--- src/rtl/mv_operand_loader.sv ---
`default_nettype none
// ============================================================================
// mv_operand_loader : serial byte stream -> flattened A/B operand frame
//                     for the NxN matrix-vector MAC stage
// Rev 1.0 : initial release
// ============================================================================
module mv_operand_loader #(
    parameter int N  = 10,
    parameter int DW = 8
) (
    input  logic            clk,
    input  logic            reset,
    input  logic            s_valid,
    output logic            s_ready,
    input  logic [DW-1:0]   s_data,
    input  logic            s_last,
    input  logic            reuse_b,
    output logic            out_valid,
    input  logic            out_ready,
    output logic [N*DW-1:0] a_flat,
    output logic [N*DW-1:0] b_flat,
    output logic [15:0]     frame_cnt,
    output logic            err
);

    localparam int IW = (N > 1) ? $clog2(N) : 1;
    localparam logic [IW-1:0] IDX_LAST = IW'(N - 1);

    typedef enum logic [1:0] {
        LOAD_B = 2'd0,
        LOAD_A = 2'd1,
        HOLD   = 2'd2
    } state_t;

    state_t        state, state_nx;
    logic [IW-1:0] idx, idx_nx;
    logic          in_xfer;
    logic          out_xfer;
    logic          at_last;

    // s_ready is gated by reset so nothing is offered while reset is high
    assign s_ready   = !reset && ((state == LOAD_B) || (state == LOAD_A));
    assign out_valid = (state == HOLD);
    assign in_xfer   = s_valid && s_ready;
    assign out_xfer  = out_valid && out_ready;
    assign at_last   = (idx == IDX_LAST);

    always_ff @(posedge clk or posedge reset) begin
        if (reset) begin
            state <= LOAD_B;
            idx   <= '0;
        end else begin
            state <= state_nx;
            idx   <= idx_nx;
        end
    end

    always_comb begin
        state_nx = state;
        idx_nx   = idx;
        case (state)
            LOAD_B, LOAD_A: begin
                if (in_xfer) begin
                    if (at_last) begin
                        idx_nx   = '0;
                        state_nx = (state == LOAD_B) ? LOAD_A : HOLD;
                    end else begin
                        idx_nx = idx + 1'b1;
                    end
                end
            end
            HOLD: begin
                if (out_ready) begin
                    state_nx = reuse_b ? LOAD_A : LOAD_B;
                end
            end
            default: begin
                state_nx = LOAD_B;
                idx_nx   = '0;
            end
        endcase
    end

    always_ff @(posedge clk or posedge reset) begin
        if (reset) begin
            a_flat    <= '0;
            b_flat    <= '0;
            frame_cnt <= '0;
            err       <= 1'b0;
        end else begin
            if (in_xfer) begin
                if (state == LOAD_B) begin
                    b_flat[idx*DW +: DW] <= s_data;
                end else begin
                    a_flat[idx*DW +: DW] <= s_data;
                end
                // s_last must coincide exactly with the final element of a phase
                if (s_last != at_last) begin
                    err <= 1'b1;
                end
            end
            if (out_xfer) begin
                frame_cnt <= frame_cnt + 16'd1;
            end
        end
    end

endmodule
`default_nettype wire

--- config.mk ---
export PLATFORM = sky130hd
export DESIGN_NAME = mv_operand_loader
export DESIGN_NICKNAME = d
export VERILOG_FILES = /design/src/rtl/mv_operand_loader.sv
export SDC_FILE = /design/constraint.sdc
export NUM_CORES = 1
export LEC_CHECK = 0
export ABC_CLOCK_PERIOD_IN_PS = 6670
export CORE_MARGIN = 2
export CORE_UTILIZATION = 40
export CTS_BUF_LIST = sky130_fd_sc_hd__clkbuf_8
export DETAILED_ROUTE_END_ITERATION = 10
export PLACE_DENSITY_LB_ADDON = 0.05
export SETUP_SLACK_MARGIN = 0.3
export SLEW_MARGIN = 20
export SYNTH_ARGS = -nofsm -noshare
export SYNTH_HDL_FRONTEND = slang
export SYNTH_SLANG_ARGS = --single-unit
export TNS_END_PERCENT = 1
--- constraint.sdc ---
create_clock -name clk -period 6.67 [get_ports clk]
set_input_delay 2.001 -clock clk [delete_from_list [all_inputs] [get_ports clk]]
set_output_delay 2.001 -clock clk [all_outputs]
set_load 0.005 [all_outputs]
# Word-level counts from Yosys, hierarchy flattened
# Index checks and enable logic that the tools add are counted.
# classes
mul	0
n_reduce_logical	12
eq_ne	7
n_addsub	3
shift	2
n_bitwise	2
n_div	0
n_lt_le_gt_ge	0
mux	11
# ops
operator	n
bitwise mux 80 bit	2
variable shift 8 x 34 -> 80 bit, first input constant	1
indexed part select 8 x 34 -> 80 bit	1
negator 7 -> 34 bit	1
adder 16 x 1 -> 16 bit, second input constant	1
2-to-1 mux 2 bit	4
2-to-1 mux 4 bit	2
one-hot mux 4 bit (2 select lines)	1
AND reduction 2 bit	4
adder 4 x 1 -> 4 bit, second input constant	1
== test 4 bit, second input constant	1
!= test 2 bit, second input constant	2
one-hot mux 2 bit (2 select lines)	1
logical AND 1 bit	3
AND reduction 3 bit	1
== test 2 x 1 -> 1 bit, second input constant	1
== test 2 bit, second input constant	1
logical NOT 2 bit	1
!= test 2 x 1 -> 1 bit, second input constant	1
inverter 1 bit	2
OR reduction 2 bit	1
logical NOT 1 bit	1
logical OR 1 bit	1
2-to-1 mux 1 bit	1
!= test 1 bit	1
# totals
output_inout_bits	179
rom_bits	0
ramBits	0
register_bits	183
elab_cells	43
mem_count	0
latch_bits	0

# Logic depth before layout (Yosys ltp)
# depth
depth_word	6
ltp_mapped	10
depth_no_buf	7

# Least setup slack after synthesis
# No wires, ideal clock.
# synth_path
path_kind	input to output
start	in reset
end	out s_ready
slack_ns	2.573
stages	1
path_buffers	0
arrival_ns	2.096
path_cell_list	nor2_1
# synth_between
elab_chain_cells	2
# synth_lines
element	line_no	source
start, declared	12	input logic reset,
logical NOT 1 bit (no line)	-	
logical AND 1 bit	42	assign s_ready = !reset && ((state == LOAD_B) || (state == LOAD_A));
end, declared	14	output logic s_ready,
# No other way between the ends.

# Final worst setup path
# Same ends and word-level chain as after synthesis.

==> results.cfg <==
[status]
outcome = complete, no violations

[sta]
final.setup.tns_ps = 0
rsz0062_at_grt = no
hold_violations = 0
max_freq_mhz = 193
slew_headroom_pct = 37.9
worst_pin_slew_ps = 929
finalCritPeriodShare_pct = 77.5
setup_viol = 0
period_minus_slack_ps = 5170
drv_slew = 0
finalClockSkew_ps = 13.5

[hold_path]
hold_depth = 1
min_from = err
min_to = err
hp-class = reg -> reg

[floorplanning]
core_area_mm2 = 0.0180
io_pins = 193
rows = 49
start_util_pct = 40.9
die_h_um = 139
die_area_mm2 = 0.0194
die_w_um = 139

[setup_path]
reg2reg_depth = 5
cp_max_fo = 4
r2r_setup_slack_ps = 3430
cp_cell_sequence = clkdlybuf4s50_1, nor2_1, clkdlybuf4s50_1
critPathCaptureType = output pin
crit_slowest_cell = clkdlybuf4s50_1
cp_top_family = buffers and inverters
slowest_delay_ps = 530
crit_path_frequent_cell = clkdlybuf4s50_1
crit_buf_inv = 2
cp.required_ps = 4670
cp.arrival_ps = 3170
r2r_end = a_flat[21]
start_kind = input port
crit_type = in -> out
r2r_start = idx[0]

[routing]
detail-route-antenna-nets = 0
drt_pre_antenna_iters = 4
drcViolationCount = 0
vias = 5322
detail_route.wirelength_mm = 19.2
wire_per_inst_um = 18.3
viasPerCell = 5.07
drt-initial-drc-count = 303

[synthesis]
synth_nets = 638
ys_seq_elements = 183
netlist_area_mm2 = 0.00734
syn_area_per_cell_um2 = 11.9
synth_edf_count = 0
yosysSeqAreaShare_pct = 62.4
synth_ff_type = dfrtp_1
synth.distinct_cells = 36
ys_async_sr_fraction_pct = 100
yosys_warnings = 0
syn_inst = 618

[placed_design]
place_congestion = 0.806
dp_hpwl_mm = 13.3
place_area_mm2 = 0.00949
place.port_buffers = 192

[finish]
insertedDiodeCount = 0
final_nets = 828
layout-drive-gt1-share_pct = 14.6
areaGrowthSynthToFinish_pct = 34.9
final_area_mm2 = 0.00990

[grt]
grt_start_max_net_pins = 117
antenna_found_initial = 0
globalRouteOverflowTotal = 0
grt_pass1_wl_mm = 30.7
grt_usage_pct = 20.3
grt_pass1_vias = 5438

[clocking]
cts_sinks = 183
clock-root-buffer = clkbuf_8
hold_buffers = 0
cts.path.max_buffers = 2
post_cts_buffers = 0
cts_buffers = 17
h-tree-depth = 4
cts_tree = done
path_clk_slew_ps = 80
clkLatencyLatePin_ps = 460
cts_resized = 0

[pwr]
leakage_uw = 0.00442
ir_worst_vdd_uv = 166
powerDensity_mw_per_mm2 = 312

[run]
cap_violations = 0
[per-layer routing]
layer / global-route usage [%] / vias to the layer above / part of all wire [%]
met4: 6.65 / 0 / 1.7
met2: 31.9 / 163 / 47
met1: 26.8 / 2649 / 43
met3: 6.43 / 21 / 7.5
met5: 0 / - / 0
li1: - / 2489 / -
[cell type report]
type,instances,area (µm²)
Timing Repair Buffer,194,1950
Inverter,7,30.0
Clock inverter,13,156
Sequential cell,183,4580
Clock buffer,18,248
Tap cell,229,287
Multi-Input combinational cell,405,2650
Fill cell,1528,8060
[worst max path at each step]
stage,cells past startpoint,to,slack [ps],startpoint
2_1_floorplan,1,a_flat[0],2320,reset
3_3_place_gp,3,s_ready,1510,reset
3_5_place_dp,3,s_ready,1490,reset
4_1_cts,3,s_ready,1490,reset
5_1_grt,3,s_ready,1450,reset
6_report,3,s_ready,1500,reset
[synth_stat cells (2+ instances only)]
cell	count	area, µm²
clkbuf_1	19	71.3
nand3_1	38	190
inv_1	7	26.3
nor3b_1	2	15.0
mux2_2	80	901
dfrtp_1	183	4580
ha_1	6	75.1
buf_2	4	20.0
a21oi_1	2	10.0
a21o_1	2	15.0
nor3_1	5	25.0
xnor2_1	13	114
o21ai_0	83	415
and2_1	22	138
and3_1	4	25.0
xor2_1	3	26.3
nor4b_4	2	47.6
nand2_1	112	420
nand4_1	4	25.0
nand3b_1	3	22.5
nor2_1	9	33.8
[cells in the final DEF, fill, tap and decap left out, types with 9 or more instances in the layout]
| master | instances |
|---|---|
| dfrtp_1 | 183 |
| clkdlybuf4s50_1 | 192 |
| o21ai_0 | 83 |
| mux2_2 | 80 |
| nand3_1 | 38 |
| clkbuf_8 | 18 |
| and2_1 | 22 |
| xnor2_1 | 13 |
| nand2_1 | 112 |
| inv_1 | 9 |
[sequential cells by signal (all words and copies together), names as in the netlist]
register,cells
a_flat,80
b_flat,80
frame_cnt,16
idx,4
state,2
err,1
[where the power goes]
group          switching, µW  internal, µW
logic                    444           460
clock network            393           377
registers                126          1280
total                    964          2120
[stage by stage]
stage                     total power [µW]  hold WS [ps]  util [%]  instances  worst slack, ps
final                                 3090           463      55.1       1049             1500
after global routing                  3280           482      55.1       1049             1450
after floorplan                       1850           451         -        618             2320
after global placement                2320           442      52.8       1018             1510
after CTS                             3120           470      55.1       1049             1490
after detailed placement              2340           450      52.8       1018             1490
[kinds of logic after synthesis]
kind of cell / count (synthesis) / share of synthesized area (%)
xor+xnor: 17 / 2.13
flops: 183 / 62.4
mux: 81 / 12.4
fa+ha+maj: 6 / 1.02
buf+inv: 30 / 1.60
compound gates: 95 / 6.92
simple gates: 206 / 13.5
No activity file was read; power rests on OpenSTA's default activity.
